===== config.mk =====
export PLATFORM = sky130hd
export DESIGN_NAME = mc_result_collector
export DESIGN_NICKNAME = d
export VERILOG_FILES = /design/src/rtl/mc_result_collector.sv
export SDC_FILE = /design/constraint.sdc
export NUM_CORES = 1
export LEC_CHECK = 0
export ABC_AREA = 1
export CORE_AREA = 2 2 162 164
export CTS_CLUSTER_DIAMETER = 80
export CTS_CLUSTER_SIZE = 25
export DETAILED_ROUTE_END_ITERATION = 7
export DIE_AREA = 0 0 164 166
export PLACE_DENSITY_LB_ADDON = 0.3
export REMOVE_ABC_BUFFERS = 1
export SYNTH_ARGS = -nofsm -noshare
export SYNTH_HDL_FRONTEND = slang
export SYNTH_SLANG_ARGS = --single-unit

===== constraint.sdc =====
create_clock -name clk -period 6.85 [get_ports clk]
set_input_delay 1.37 -clock clk [delete_from_list [all_inputs] [get_ports clk]]
set_output_delay 1.37 -clock clk [all_outputs]
set_load 0.01 [all_outputs]

===== src/rtl/mc_result_collector.sv =====
// mc_result_collector: captures per-core MC prices, sums them one core per cycle
// and queues {id, sum} results in a first-word-fall-through FIFO.
module mc_result_collector #(
  parameter int CoreN     = 2,
  parameter int logCoreN  = 1,
  parameter int AccWidth  = 27,
  parameter int PathShift = 10,
  parameter int IdWidth   = 8,
  parameter int FifoDepth = 4,
  parameter int logFifo   = 2
) (
  input  logic                         clk,
  input  logic                         i_rst,
  input  logic [CoreN-1:0]             i_done,
  input  logic [CoreN*AccWidth-1:0]    i_acc,
  input  logic                         i_ready,
  output logic                         o_valid,
  output logic [AccWidth+logCoreN-1:0] o_sum,
  output logic [AccWidth+logCoreN-1:0] o_mean,
  output logic [IdWidth-1:0]           o_id,
  output logic                         o_busy,
  output logic                         o_overrun,
  output logic                         o_full
);
  localparam int SW = AccWidth + logCoreN;
  typedef enum logic [1:0] {IDLE, SUM, PUSH} state_t;
  state_t                r_state;
  logic [AccWidth-1:0]   r_cap [CoreN];
  logic [CoreN-1:0]      r_pend;
  logic [SW-1:0]         r_sum;
  logic [logCoreN-1:0]   r_idx;
  logic [IdWidth-1:0]    r_id;
  logic [IdWidth+SW-1:0] r_mem [FifoDepth];
  logic [logFifo-1:0]    r_wp, r_rp;
  logic [logFifo:0]      r_cnt;
  logic                  r_overrun;
  logic                  w_pop, w_push, w_full;
  logic [IdWidth+SW-1:0] w_head;
  assign w_full = r_cnt == (logFifo+1)'(FifoDepth);
  assign w_pop = o_valid && i_ready;
  // a pop on the same edge frees the slot the pending write needs
  assign w_push = r_state == PUSH && (!w_full || w_pop);
  assign w_head = r_mem[r_rp];
  assign o_valid = r_cnt != '0;
  assign o_sum = o_valid ? w_head[SW-1:0] : '0;
  assign o_id = o_valid ? w_head[SW +: IdWidth] : '0;
  assign o_mean = o_sum >> (logCoreN + PathShift);
  assign o_busy = r_state != IDLE || |r_pend;
  assign o_overrun = r_overrun;
  assign o_full = w_full;
  always_ff @(posedge clk) begin
    if (i_rst) begin
      r_state <= IDLE;
      r_pend <= '0;
      r_sum <= '0;
      r_idx <= '0;
      r_id <= '0;
      r_wp <= '0;
      r_rp <= '0;
      r_cnt <= '0;
      r_overrun <= 1'b0;
      for (int k = 0; k < CoreN; k++) r_cap[k] <= '0;
    end else begin
      for (int k = 0; k < CoreN; k++)
        if (i_done[k] && (!r_pend[k] || w_push)) r_cap[k] <= i_acc[k*AccWidth +: AccWidth];
      r_pend <= (w_push ? '0 : r_pend) | i_done;
      if (|(i_done & r_pend) && !w_push) r_overrun <= 1'b1;
      case (r_state)
        IDLE: if (&r_pend) begin
          r_sum <= '0;
          r_idx <= '0;
          r_state <= SUM;
        end
        SUM: begin
          r_sum <= r_sum + SW'(r_cap[r_idx]);
          r_idx <= r_idx + 1'b1;
          if (r_idx == logCoreN'(CoreN - 1)) r_state <= PUSH;
        end
        PUSH: if (w_push) begin
          r_id <= r_id + 1'b1;
          r_state <= IDLE;
        end
        default: r_state <= IDLE;
      endcase
      if (w_push) begin
        r_mem[r_wp] <= {r_id, r_sum};
        r_wp <= r_wp + 1'b1;
      end
      if (w_pop) r_rp <= r_rp + 1'b1;
      r_cnt <= r_cnt + (logFifo+1)'(w_push) - (logFifo+1)'(w_pop);
    end
  end
endmodule

* After elaboration in Yosys (flattened, before gate mapping) *
Memory sizes are Yosys's and may differ from the RTL's. A register that Yosys moved wholly into a read port is not among the register bits.
Index checks and enable logic that the tools add are counted.

cells by class
  multipliers = 0
  divide/modulo/power cells = 0
  reductions and logical operators = 23
  order comparisons = 0
  eq/ne operators = 6
  bitwise logic cells = 4
  multiplexer cells = 28
  shifts and indexed selects = 0
  add/sub/neg operators = 7

operators by type and width
  kind                   count
  $mux W28               2
  $pmux W28 S2           1
  $mux W27               2
  $add A28 B27 Y28       1
  $mux W1                14
  $mux W2                6
  $add A8 B1 Y8 const B  1
  $mux W8                1
  $ne A2 B2 Y1 const B   3
  $pmux W2 S3            1
  $reduce_and A2 Y1      3
  $logic_and A1 B1 Y1    5
  $add A2 B1 Y2 const B  2
  $logic_not A1 Y1       4
  $logic_or A1 B1 Y1     4
  $reduce_bool A2 Y1     2
  $reduce_or A2 Y1       2
  $add A3 B1 Y3          1
  $eq A3 B3 Y1 const B   1
  $reduce_and A3 Y1      1
  $reduce_bool A3 Y1     1
  $sub A3 B1 Y3          1
  $and A2 B2 Y2          1
  $eq A2 B1 Y1 const B   1
  other kinds (6)        7

storage, ports and cells
  output and inout port bits = 68
  input port bits = 59
  bits in latches = 0
  memory bits (read-only) = 0
  word-level logic and storage cells = 79
  memories kept = 2
  bits in registers = 49
  RAM bits = 198

memory list
  name   words  bits a word  rd ports  clocked after memory_dff  write ports  RTL line  text
  r_mem  4      36           1         1                         1            33        logic [IdWidth+SW-1:0] r_mem [FifoDepth];
  r_cap  2      27           1         1                         2            28        logic [AccWidth-1:0] r_cap [CoreN];

* Logic depth before layout (Yosys ltp) *
Gate-level depths: netlist (run 1).

  depth after elaboration = 10
  depth in mapped cells = 15
  depth with buffers taken out = 13

* Worst setup path before layout (run 1) *
OpenSTA, ideal clock, no wires.

  path type = input-to-reg
  start point = input port i_ready
  end point = memory r_mem[0][0] in the netlist's numbering (enable)
  data arrival time = 3.324 ns
  stages on the path = 6
  slack = 3.097 ns
  cell sequence = inv_1 nand2_4 nand2_8 inv_2 nand2_1 nor2_1

on the way
  word-level cells in the longest chain between the ends = 6

ends and longest elaborated chain
  what                           RTL line  text
  start, declared                16        input logic i_ready,
  $logic_and A1 B1 Y1            40        assign w_pop = o_valid && i_ready;
  $logic_or A1 B1 Y1             42        assign w_push = r_state == PUSH && (!w_full || w_pop);
  $logic_and A1 B1 Y1            42
  $mux W1                        85        if (w_push) begin
  $mux W1                        52        if (i_rst) begin
  $mux W1 (not written as such)  86        r_mem[r_wp] <= {r_id, r_sum};
  end, declared                  33

Every way passes these cells.

==> metrics, run 1 <==
Worst Setup End Kind output port; post-layout power around 3.9 mW; internal power about 2.7 mW; Yosys cell types 38; minimum period implied by the final worst setup slack about 4.2 ns; PortBufs approximately 120; die extent in y between 150 and 200 µm; Routed WL approximately 26000 µm; Synth warnings 0; antenna violations before repair 0; Resize count post-CTS 0; clock slew at the register clock pins of the worst setup and hold paths roughly 0.09 ns; starting DRC count in detailed routing ~580; MaxCap Viol Count 0; largest fanout on the critical path 28; arrival time of data at the critical path endpoint 2.81 ns; core area about 26000 µm²; area share of the largest cell type after synthesis 0.471; area growth from synthesis to layout 13.5%; pin count of the biggest net entering global routing 73; # rows roughly 60; first-pass GRT wire length around 42000 µm; share of total power in sequential cells 0.442; class of the most critical setup path flip-flop to output port; delay contributed by the slowest stage of the critical path a little over 0.6 ns; result of the run finished, final reports clean; per-cell routed wire length approximately 15 µm; detailed-route DRC error count 0; fraction of power consumed by the clock network 0.232; final hold slack 0.480 ns; Hold Fails Final Rpt 0; worst hold start o_overrun; mean number of vias per cell approximately 5; Initial Utilization 0.492; maximum vdd drop a little over 0.0002 V; worst-path cell with the longest stage delay sky130_fd_sc_hd__clkdlybuf4s50_1; reg-to-reg slack, setup slightly above 4 ns; Total Nets Final ~1500; vias 8829; TritonCTS clock tree done; number of ports placed on the die boundary 127; Bufs on Longest Clock Path 3; max frequency ~240 MHz; power density cells between 200 and 300 nW/µm²; CTS Buf Count 14; number of buffer and inverter instances along the worst setup path 3; sequential share of the synthesized area 0.554; worst path cell trace clkinv_1 > buf_4 > nor2_1 > o21ai_0 > a21oi_1 > clkdlybuf4s50_1; fraction of layout instances using a drive strength above 1 0.0930; die width 164 µm; top post-synthesis cells by area sky130_fd_sc_hd__edfxtp_1 (47%), sky130_fd_sc_hd__dfxtp_1 (8.3%), sky130_fd_sc_hd__nand2_1 (6.9%), sky130_fd_sc_hd__nor2_1 (6.4%), sky130_fd_sc_hd__inv_1 (5.1%); combinational power share 0.327; syn avg cell area ~9.4 µm²; CP required 5.48 ns; share of the clock period used by the worst path after layout 0.611; area leader, netlist sky130_fd_sc_hd__edfxtp_1; total routing resource utilization after global routing 0.193; Psw approximately 1.2 mW; instance count of the mapped netlist between 1000 and 1500; type of element launching the critical path flip-flop; Slew @ Worst Pin between 1 and 1.5 ns; post-route setup TNS 0 ns; total number of H-tree levels 1; count of final max-slew check failures 0; Cell Area, Synth between 10000 and 15000 µm²; total of flip-flops plus latches after synthesis 250; Diodes inserted 0; Initial DRT Pass Iterations 5; clock insertion delay at the later pin of the skew report approximately 0.49 ns; Total Die Area between 20000 and 30000 µm²; buffers inserted during post-CTS setup optimization 0; remaining number of nets flagged by the antenna check after routing 0; post-layout utilization of the core 0.559; type of the worst min-delay path flip-flop to flip-flop; leakage 5.74 nW; switching share of total power 0.310; number of hold buffers added after CTS 0; CTS root buf sky130_fd_sc_hd__clkbuf_16; max-slew headroom at the worst pin 0.196; via count of the first global-routing pass between 8000 and 9000; clock sinks 250; routability congestion estimate from global placement 0.882; largest delay contributor family on the critical path buffers and inverters; worst clock skew around 0.013 ns; GRT Residual Overflow 0; DP HPWL around 18000 µm; RSZ-0062 raised after global routing no; # setup viols final 0
## worst min-delay path, delay by kind of cell (launching register included)
kind | cells | cell delay (ns)
flops | 1 | 0.34
simple gates | 2 | 0.12
## placed cells by master (no fill, tap or decap), types with 2 or more instances in the layout
cell type                         instances
sky130_fd_sc_hd__nand2_1                232
sky130_fd_sc_hd__nor2_1                 210
sky130_fd_sc_hd__edfxtp_1               198
sky130_fd_sc_hd__inv_1                  170
sky130_fd_sc_hd__clkdlybuf4s50_1        115
sky130_fd_sc_hd__a21oi_1                101
sky130_fd_sc_hd__o21ai_0                 93
sky130_fd_sc_hd__nand3_1                 52
sky130_fd_sc_hd__nor2_4                  52
sky130_fd_sc_hd__dfxtp_1                 51
sky130_fd_sc_hd__ha_1                    33
sky130_fd_sc_hd__mux2_2                  27
sky130_fd_sc_hd__clkbuf_16               15
sky130_fd_sc_hd__buf_4                   15
sky130_fd_sc_hd__conb_1                  11
sky130_fd_sc_hd__nand4_1                  8
sky130_fd_sc_hd__clkbuf_1                 6
sky130_fd_sc_hd__nor2_2                   5
sky130_fd_sc_hd__nor3_1                   4
sky130_fd_sc_hd__inv_2                    4
sky130_fd_sc_hd__nand2_4                  3
sky130_fd_sc_hd__or2_2                    3
sky130_fd_sc_hd__o21ai_1                  2
sky130_fd_sc_hd__clkinv_1                 2
sky130_fd_sc_hd__nand2_2                  2
sky130_fd_sc_hd__fa_1                     2
## registers in the layout, summed over array words and instances, names as in the netlist, named ones only
signal and flops:
r_wp 2, o_overrun 1, r_id 8, r_sum 28, r_cap 54, r_state 2
r_idx 1, r_rp 2, r_mem 144, r_pend 2, r_cnt 3
## routing by layer
layer / wire, µm / share of wire / track usage
met1: 12100 / 0.46 / 0.274
met2: 12500 / 0.47 / 0.321
met3: 1420 / 0.054 / 0.0202
met4: 375 / 0.014 / 0.0404
met5: 0 / 0 / 0
## final cells by class
class                      count  area [µm²]
multi-input combinational    850        4550
tap                          335         419
inverter                     176         661
clock inverter                 2        27.5
clock buffer                  22         412
fill                        2280       11300
timing repair buffer         130        1260
sequential                   250        6990
## Yosys cell counts
cell type and instances:
sky130_fd_sc_hd__nand2_1 232, sky130_fd_sc_hd__nor2_1 214, sky130_fd_sc_hd__edfxtp_1 198, sky130_fd_sc_hd__inv_1 171, sky130_fd_sc_hd__a21oi_1 101, sky130_fd_sc_hd__o21ai_0 93, sky130_fd_sc_hd__dfxtp_1 52, sky130_fd_sc_hd__nand3_1 52
sky130_fd_sc_hd__nor2_4 52, sky130_fd_sc_hd__ha_1 33, sky130_fd_sc_hd__buf_4 28, sky130_fd_sc_hd__mux2_2 27, sky130_fd_sc_hd__clkbuf_1 21, sky130_fd_sc_hd__buf_1 11, sky130_fd_sc_hd__nand4_1 8, sky130_fd_sc_hd__buf_2 7
sky130_fd_sc_hd__buf_12 5, sky130_fd_sc_hd__inv_2 4, sky130_fd_sc_hd__nor3_1 4, sky130_fd_sc_hd__nand2_4 3, sky130_fd_sc_hd__or2_2 3, sky130_fd_sc_hd__fa_1 2, sky130_fd_sc_hd__nand2_2 2, sky130_fd_sc_hd__o21ai_1 2
sky130_fd_sc_hd__a21boi_0 1, sky130_fd_sc_hd__a21o_1 1, sky130_fd_sc_hd__and2_1 1, sky130_fd_sc_hd__buf_6 1, sky130_fd_sc_hd__clkinv_1 1, sky130_fd_sc_hd__conb_1 1, sky130_fd_sc_hd__nand2_8 1, sky130_fd_sc_hd__nand3_2 1
sky130_fd_sc_hd__nand3b_1 1, sky130_fd_sc_hd__nor2_2 1, sky130_fd_sc_hd__o211ai_1 1, sky130_fd_sc_hd__o21a_1 1, sky130_fd_sc_hd__o21bai_1 1, sky130_fd_sc_hd__o22ai_1 1
## final timing paths
check / to / cells past startpoint
setup / recovery: o_sum[4] / 6
hold / removal: o_overrun / 2
setup reg to reg: r_sum[24] / 13
hold reg to reg: o_overrun / 2
## through the flow
stage / instances / area, µm² / setup slack (ns)
floorplan: 1276 / 12200 / 1.56
global placement: 1741 / 13900 / 2.58
detailed placement: 1741 / 13900 / 2.54
CTS: 1765 / 14300 / 2.66
global route: 1765 / 14300 / 2.51
finish: 1765 / 14300 / 2.67
## power groups by stage
| stage | logic (mW) | registers [mW] | clock network (mW) |
|---|---|---|---|
| 4_1_cts | 1.29 | 1.72 | 0.920 |
| 5_1_grt | 1.39 | 1.72 | 0.974 |
| 2_1_floorplan | 0.605 | 1.77 | 0 |
| 3_3_place_gp | 1.26 | 1.75 | 0 |
| 6_report | 1.27 | 1.71 | 0.900 |
| 3_5_place_dp | 1.28 | 1.75 | 0 |
## logic make-up (layout without fill, tap and decap cells)
logic type,after synthesis,count (layout),synth area share
flip-flops,250,250,0.554
AND/OR/NAND/NOR,575,575,0.214
buffers and inverters,249,330,0.0902
other,1,11,0.000297
adder cells (fa/ha/maj),35,35,0.0359
AO/OA/AOI/OAI,202,202,0.0812
multiplexers,27,27,0.0241
No activity file was read; power rests on OpenSTA's default activity.
==> run 2: changes to the inputs <==
clock period = 3.5 ns   (was 6.85 ns; I/O delays follow)
==> metrics, run 2 (synthesis results as in run 1) <==
result of the run finished, final reports clean; per-cell routed wire length 14.9 µm (-0.14%); die width 164 µm (unchanged); fraction of power consumed by the clock network 0.227 (-0.005); internal power 5.26 mW (+96%); Total Nets Final 1527 (+0.73%); antenna violations before repair 0 (unchanged); total number of H-tree levels 1 (unchanged); Diodes inserted 0 (unchanged); maximum vdd drop 0.000310 V (+52%); share of total power in sequential cells 0.441 (about the same); MaxCap Viol Count 0 (unchanged); hold depth 2 (unchanged); max-slew headroom at the worst pin 0.523 (+0.327); register ranked first by flip-flop count r_mem; class of the most critical setup path flip-flop to output port; Total Die Area 27200 µm² (unchanged); first-pass GRT wire length 43200 µm (+2.7%); CP required 2.80 ns (-2.68 ns); number of ports placed on the die boundary 127 (unchanged); type of the worst min-delay path flip-flop to flip-flop; worst clock skew 0.0209 ns (+0.00761 ns); worst-path cell with the longest stage delay sky130_fd_sc_hd__clkdlybuf4s50_1; leakage 5.79 nW (+0.90%); reg-to-reg slack, setup 0.75 ns (-3.30 ns); starting DRC count in detailed routing 702 (+22%); Initial Utilization 0.492 (unchanged); total routing resource utilization after global routing 0.199 (+0.00644); Worst Setup End Kind output port; power density cells 528 nW/µm² (+95%); PortBufs 115 (unchanged); CTS Buf Count 14 (unchanged); post-layout utilization of the core 0.563 (+0.00420); area growth from synthesis to layout 14.3%; DP HPWL 18700 µm (+6.1%); most common cell after layout, fill and taps aside sky130_fd_sc_hd__nand2_1; routability congestion estimate from global placement 0.877 (-0.58%); Resize count post-CTS 0 (unchanged); worst hold start r_rp[1]; via count of the first global-routing pass 8410 (+0.78%); GRT Residual Overflow 0 (unchanged); Initial DRT Pass Iterations 5 (unchanged); largest fanout on the critical path 51 (+82%); vias 8871 (+0.48%); combinational power share 0.332 (+0.005); CTS root buf sky130_fd_sc_hd__clkbuf_16; worst path cell trace buf_4 > nor2_1 > nor2_1 > o21ai_0 > a21oi_1 > clkdlybuf4s50_1; TritonCTS clock tree done; share of the clock period used by the worst path after layout 0.926; max frequency approximately 310 MHz; Hold Fails Final Rpt 0 (unchanged); remaining number of nets flagged by the antenna check after routing 0 (unchanged); count of final max-slew check failures 0 (unchanged); Bufs on Longest Clock Path 3 (unchanged); type of element launching the critical path flip-flop; buffers inserted during post-CTS setup optimization 0 (unchanged); RSZ-0062 raised after global routing no; pin count of the biggest net entering global routing 52 (-29%); Psw 2.35 mW (+95%); number of cell instances on the worst register-to-register path 12 (-1); Slew @ Worst Pin 0.715 ns (-0.490 ns); # rows 59 (unchanged); r2r endpoint r_sum[22]; clock insertion delay at the later pin of the skew report 0.48 ns (about the same); minimum period implied by the final worst setup slack around 3.2 ns; delay contributed by the slowest stage of the critical path 0.61 ns (about the same); number of hold buffers added after CTS 0 (unchanged); detailed-route DRC error count 0 (unchanged); fraction of layout instances using a drive strength above 1 0.0999 (+0.00692); mean number of vias per cell 4.99 (-0.15%); die extent in y 166 µm (unchanged); most used cells in the layout excluding fill and tap cells sky130_fd_sc_hd__nand2_1 (232), sky130_fd_sc_hd__nor2_1 (210), sky130_fd_sc_hd__edfxtp_1 (198), sky130_fd_sc_hd__inv_1 (171), sky130_fd_sc_hd__clkdlybuf4s50_1 (115); Worst path most repeated cell sky130_fd_sc_hd__nor2_1; clock sinks 250 (unchanged); switching share of total power 0.308 (-0.00152); biggest registers after layout r_mem: 144 flops, r_cap: 54 flops, r_sum: 28 flops; hold worst-path end r_rp[1]; core area 25600 µm² (unchanged); clock slew at the register clock pins of the worst setup and hold paths 0.10 ns (about the same); Routed WL 26500 µm (+0.48%); # setup viols final 0 (unchanged); arrival time of data at the critical path endpoint 2.54 ns (-0.27 ns); max FFs per register 144 (unchanged); post-route setup TNS 0 ns (unchanged)
-- run 2: worst max-delay path by stage --
stage                             end  slack [ns]  cells after the start
after floorplan           r_cap[0][3]       -1.12                      7
after global placement      o_mean[8]        0.75                      6
after detailed placement    o_mean[3]        0.77                      6
after CTS                   o_mean[5]        0.24                      6
after global routing        o_mean[8]        0.10                      6
final                        o_sum[3]        0.26                      6
-- run 2: per-stage QoR --
step / area [µm²] / setup slack [ns] / power (mW) / hold WS (ns) / cells
floorplan: 12200 / -1.12 / 4.66 / 0.437 / 1276
global placement: 14000 / 0.748 / 5.96 / 0.453 / 1752
detailed placement: 14000 / 0.765 / 5.98 / 0.455 / 1752
CTS: 14400 / 0.242 / 7.68 / 0.472 / 1776
global route: 14400 / 0.103 / 8.01 / 0.505 / 1776
finish: 14400 / 0.258 / 7.61 / 0.472 / 1776
-- run 2: worst max-delay path, delay by kind of cell (launching register included) --
| kind | cells | cell delay [ns] |
|---|---|---|
| AOI/OAI and AO/OA | 2 | 0.40 |
| DFF | 1 | 0.36 |
| and+or+nand+nor | 2 | 0.21 |
| buffers and inverters | 2 | 1.07 |
-- run 2: area by class of cell --
type,instances,area (µm²)
clock inverter,3,28.8
tap,335,419
timing repair buffer,141,1380
fill,2254,11200
inverter,176,661
clock buffer,21,398
multi-input combinational,850,4550
sequential,250,6990
-- run 2: power groups by stage --
stage | logic (mW) | clock network, mW | registers, mW
floorplan | 1.18 | 0 | 3.47
global placement | 2.54 | 0 | 3.42
detailed placement | 2.55 | 0 | 3.43
CTS | 2.56 | 1.76 | 3.36
global route | 2.78 | 1.86 | 3.37
finish | 2.53 | 1.72 | 3.36
-- run 2: routing by layer --
metal	up-vias	global-route usage	part of all wire
li1	4513	-	-
met1	4084	0.278	0.46
met2	247	0.335	0.48
met3	27	0.0192	0.050
met4	0	0.0481	0.018
met5	-	0	0
